--- config.mk ---
export PLATFORM = sky130hd
export DESIGN_NAME = change_dispenser
export DESIGN_NICKNAME = d
export VERILOG_FILES = /design/src/rtl/change_dispenser_pkg.sv /design/src/rtl/change_dispenser_coin_select.sv /design/src/rtl/change_dispenser.sv
export SDC_FILE = /design/constraint.sdc
export NUM_CORES = 1
export LEC_CHECK = 0
export CAP_MARGIN = 20
export CORE_ASPECT_RATIO = 1.5
export CORE_UTILIZATION = 28
export DETAILED_ROUTE_END_ITERATION = 10
export SYNTH_ARGS = -nofsm -noshare
export SYNTH_HDL_FRONTEND = slang
export SYNTH_SLANG_ARGS = --single-unit
--- constraint.sdc ---
create_clock -name clk -period 4.6 [get_ports clk]
set_clock_uncertainty 0.1 [all_clocks]
set_input_delay 1.38 -clock clk [delete_from_list [all_inputs] [get_ports clk]]
set_output_delay 1.38 -clock clk [all_outputs]
set_load 0.01 [all_outputs]
--- src/rtl/change_dispenser_pkg.sv ---
// Shared definitions for the change dispenser: coin encodings, denomination
// values in cents and the controller state type.
package change_dispenser_pkg;

  localparam logic [2:0] COIN_NONE    = 3'd0;
  localparam logic [2:0] COIN_PENNY   = 3'd1;
  localparam logic [2:0] COIN_NICKEL  = 3'd2;
  localparam logic [2:0] COIN_DIME    = 3'd3;
  localparam logic [2:0] COIN_QUARTER = 3'd4;
  localparam logic [2:0] COIN_DOLLAR  = 3'd5;

  localparam int unsigned VAL_PENNY   = 32'd1;
  localparam int unsigned VAL_NICKEL  = 32'd5;
  localparam int unsigned VAL_DIME    = 32'd10;
  localparam int unsigned VAL_QUARTER = 32'd25;
  localparam int unsigned VAL_DOLLAR  = 32'd100;

  typedef enum logic [2:0] {
    ST_IDLE     = 3'd0,
    ST_CALC     = 3'd1,
    ST_DISPENSE = 3'd2,
    ST_DONE     = 3'd3,
    ST_ERR      = 3'd4
  } state_t;

endpackage

--- src/rtl/change_dispenser_coin_select.sv ---
// Greedy coin picker: the largest denomination not exceeding the amount
// still owed, with its code and value. Purely combinational.
module coin_select
  import change_dispenser_pkg::*;
#(
  parameter int WIDTH = 13
) (
  input  logic [WIDTH-1:0] remaining,
  output logic [2:0]       code,
  output logic [WIDTH-1:0] value
);

  // pick the largest coin that fits; nothing when no change is owed
  always_comb begin
    code  = COIN_NONE;
    value = {WIDTH{1'b0}};
    if (remaining >= WIDTH'(VAL_DOLLAR)) begin
      code  = COIN_DOLLAR;
      value = WIDTH'(VAL_DOLLAR);
    end else if (remaining >= WIDTH'(VAL_QUARTER)) begin
      code  = COIN_QUARTER;
      value = WIDTH'(VAL_QUARTER);
    end else if (remaining >= WIDTH'(VAL_DIME)) begin
      code  = COIN_DIME;
      value = WIDTH'(VAL_DIME);
    end else if (remaining >= WIDTH'(VAL_NICKEL)) begin
      code  = COIN_NICKEL;
      value = WIDTH'(VAL_NICKEL);
    end else if (remaining >= WIDTH'(VAL_PENNY)) begin
      code  = COIN_PENNY;
      value = WIDTH'(VAL_PENNY);
    end else begin
      code  = COIN_NONE;
      value = {WIDTH{1'b0}};
    end
  end

endmodule

--- src/rtl/change_dispenser.sv ---
// Change dispenser controller: checks money against price, then hands out
// change one coin per accepted handshake using greedy denomination choice.
module change_dispenser
  import change_dispenser_pkg::*;
#(
  parameter int WIDTH = 13
) (
  input  logic             clk,
  input  logic             rst_n,
  input  logic             start,
  input  logic [WIDTH-1:0] money,
  input  logic [WIDTH-1:0] price,
  input  logic             coin_ready,
  output logic             coin_valid,
  output logic [2:0]       coin_code,
  output logic             busy,
  output logic             done,
  output logic             error,
  output logic [WIDTH-1:0] remaining
);

  state_t           state_r;
  logic [WIDTH-1:0] money_r;
  logic [WIDTH-1:0] price_r;
  logic [WIDTH-1:0] remaining_r;
  logic             coin_valid_r;
  logic             busy_r;
  logic             done_r;
  logic             error_r;
  logic [2:0]       sel_code_s;
  logic [WIDTH-1:0] sel_value_s;
  logic [WIDTH-1:0] rem_next_s;

  coin_select #(.WIDTH(WIDTH)) u_coin_select (
    .remaining (remaining_r),
    .code      (sel_code_s),
    .value     (sel_value_s)
  );

  // remaining after the presented coin transfers; never underflows since
  // the selected coin is always <= remaining_r
  assign rem_next_s = remaining_r - sel_value_s;

  // controller state and all registered outputs
  always_ff @(posedge clk) begin
    if (!rst_n) begin
      state_r      <= ST_IDLE;
      money_r      <= {WIDTH{1'b0}};
      price_r      <= {WIDTH{1'b0}};
      remaining_r  <= {WIDTH{1'b0}};
      coin_valid_r <= 1'b0;
      busy_r       <= 1'b0;
      done_r       <= 1'b0;
      error_r      <= 1'b0;
    end else begin
      case (state_r)
        ST_IDLE: begin
          if (start) begin
            money_r <= money;
            price_r <= price;
            busy_r  <= 1'b1;
            state_r <= ST_CALC;
          end
        end
        ST_CALC: begin
          if (money_r < price_r) begin
            remaining_r <= {WIDTH{1'b0}};
            error_r     <= 1'b1;
            state_r     <= ST_ERR;
          end else if (money_r == price_r) begin
            remaining_r <= {WIDTH{1'b0}};
            done_r      <= 1'b1;
            state_r     <= ST_DONE;
          end else begin
            remaining_r  <= money_r - price_r;
            coin_valid_r <= 1'b1;
            state_r      <= ST_DISPENSE;
          end
        end
        ST_DISPENSE: begin
          if (coin_ready) begin
            remaining_r <= rem_next_s;
            if (rem_next_s == {WIDTH{1'b0}}) begin
              coin_valid_r <= 1'b0;
              done_r       <= 1'b1;
              state_r      <= ST_DONE;
            end
          end
        end
        ST_DONE: begin
          done_r  <= 1'b0;
          busy_r  <= 1'b0;
          state_r <= ST_IDLE;
        end
        ST_ERR: begin
          error_r <= 1'b0;
          busy_r  <= 1'b0;
          state_r <= ST_IDLE;
        end
        default: begin
          coin_valid_r <= 1'b0;
          done_r       <= 1'b0;
          error_r      <= 1'b0;
          busy_r       <= 1'b0;
          state_r      <= ST_IDLE;
        end
      endcase
    end
  end

  assign coin_valid = coin_valid_r;
  assign coin_code  = coin_valid_r ? sel_code_s : COIN_NONE;
  assign busy       = busy_r;
  assign done       = done_r;
  assign error      = error_r;
  assign remaining  = remaining_r;

endmodule
==> results.ini <==
[route]
vias_per_cell=5.08
wl_per_cell_um=13.5
ant_nets=0
drt_drc_violations_left=0
wirelength_um=8460
dr.pass1.iters=4
drtIter0Drc=192
vias=3175

[synth]
ys_ff_latch=46
avgSynthCellArea_um2=7.31
ys_seq_area_frac=0.291
synth_edf_count=0
yosys_warnings=0
syn-num-nets=485
syn-instance-count=433
synth_cell_type_count=57
synth_ff_type=dfxtp_1
synth_area_um2=3160
ys_async_sr_fraction=0

[clock_tree]
clk_pin_slew_ps=60
cts-root-buf=clkbuf_16
cts_tree=built
post_cts.repair.setup_buffers=0
htreeDepth=2
cts_buffers=5
clockBufferDepth=2
clkLatencyLatePin_ps=290
clkSinkCount=46

[layout]
fin_area_um2=3960
final_cell_mix=79 x nand2_1, 54 x a21oi_1, 49 x clkdlybuf4s50_1
layout.nets=530
fill_cells=1200
multi_input_area_um2=2060
layout.area.seq_um2=921
areaGrowthSynthToFinish_pct=25.1
num_antenna_cells=0
layout-drive-gt1-share=0.0460
final_common_cell=nand2_1

[worst_setup_path]
cp-start-kind=flip-flop
cp.required_ps=4680
crit_arrival_ps=4450
path_max_fanout=9
worstSetupPathType=flip-flop to flip-flop
ff2ff_path_depth=13
end_kind=flip-flop

[pwr]
p_leak_nw=1.55
power.internal_w=0.00147
powerDensity_nw_per_um2=706
power.share.sequential=0.209
power.switching_w=0.00132
comb_power_share=0.669
clkPwrFrac=0.122
vdd_ir_drop_max_v=0.000283
swShare=0.474

[die]
rows=47
design.core.area_um2=11000
die_y_um=132
die_x_um=88.8
boundaryPins=50
die_area_um2=11700
start_util=0.288

[run]
maxCapViolCount=0

[global_routing]
grt_pass1_vias=3170
grt_pass1_wl_um=14500
grt_overflow=0
track_usage=0.152
antenna_found_initial=0
grt_max_degree=27

[place]
dp_hpwl_um=6690
pre_cts_ws_ps=177
port_buffers=49
globalplace.congestion=0.909
place_area_um2=3820

[timing]
whs_ps=355
hold_viol=0
slew_headroom=0.426
fin_tns_setup_ps=0
fin_crit_ps=4370
worst_slack_ps=230
drv_slew=0
tightest_slew_ps=862
grt_setup_unrepaired=false
fmax_mhz=229
setup_viol=0
layout_worst_path_cycle_share=0.950

[min_path]
hp-class=flip-flop to flip-flop
hold_depth=2

[run_status]
status=finished, final reports clean

[cell usage after synthesis, types with 5 or more instances]
| cell type | instances | area (um2) |
|---|---|---|
| xnor2_1 | 8 | 70.1 |
| a211oi_1 | 6 | 45.0 |
| dfxtp_1 | 46 | 921 |
| nor4_1 | 6 | 37.5 |
| clkbuf_1 | 15 | 56.3 |
| nand2_1 | 79 | 297 |
| nor3_1 | 15 | 75.1 |
| a31oi_1 | 5 | 31.3 |
| a221oi_1 | 6 | 52.6 |
| nor2_1 | 25 | 93.8 |
| ha_1 | 20 | 250 |
| a21o_1 | 9 | 67.6 |
| inv_1 | 31 | 116 |
| a21oi_1 | 54 | 270 |
| o21ai_0 | 25 | 125 |
| nand3_1 | 6 | 30.0 |
[worst paths after layout]
path	start	to	slack, ps
hold reg to reg	price_r[4]	price_r[4]	350
setup reg to reg	remaining[7]	coin_valid	230
setup / recovery	remaining[7]	coin_valid	230
hold / removal	price_r[4]	price_r[4]	350
[critical path: stages (launching register included)]
cell and delay [ps]:
dfxtp_1 390, or4_4 590, or3_4 380, nor3_1 190, a21boi_0 140, ha_1 220
fa_1 390, nand2b_1 200, a211oi_2 300, o21a_1 310, a211oi_1 150, o41ai_1 440
o311ai_1 200, o221a_1 240
[flip-flops by register name (all words and copies together) (netlist names)]
register and cells:
done 1, error 1, coin_valid 1, money_r 13
price_r 13, remaining 13, state_r 3, busy 1
[power groups by stage]
stage / registers (W) / logic [W] / clock network, W
global placement: 0.000586 / 0.00182 / 0
floorplan: 0.000570 / 0.00136 / 0
global route: 0.000596 / 0.00208 / 0.000369
CTS: 0.000581 / 0.00185 / 0.000352
detailed placement: 0.000590 / 0.00183 / 0
finish: 0.000582 / 0.00187 / 0.000342
[cell type report]
class / count / share of cell area
Sequential cell: 46 / 0.233
Clock inverter: 2 / 0.00253
Multi-Input combinational cell: 338 / 0.521
Inverter: 32 / 0.0304
Clock buffer: 5 / 0.0316
Tap cell: 147 / 0.0465
Timing Repair Buffer: 55 / 0.135
[per-stage QoR]
step,utilization,power (W),std cells
finish,0.360,0.00279,625
global route,0.360,0.00304,625
CTS,0.359,0.00278,625
detailed placement,0.347,0.00242,618
global placement,0.347,0.00241,618
floorplan,-,0.00193,433
[layer usage]
layer / wire [um] / global-route usage / vias to the layer above / part of all wire
met5: 0 / 0 / - / 0
met2: 4330 / 0.266 / 72 / 0.51
met4: 287 / 0.0735 / 0 / 0.034
li1: - / - / 1634 / -
met1: 3540 / 0.178 / 1449 / 0.42
met3: 307 / 0.0207 / 20 / 0.036
[kinds of logic after synthesis]
logic type	after synthesis	synth area share
AOI/OAI and AO/OA	139	0.278
xor gates and xnor gates	11	0.0304
adders and majority gates	22	0.0917
buffers and inverters	49	0.0589
DFF	46	0.291
muxes	2	0.00633
and+or+nand+nor	164	0.244
[timing repair]
action / CTS / global route
hold buffers: 0 / 0
gates resized for setup: 0 / 1
setup endpoints to repair: 0 / 1
hold endpoints to repair: 0 / 0
Power figures use the tool's default switching activity.
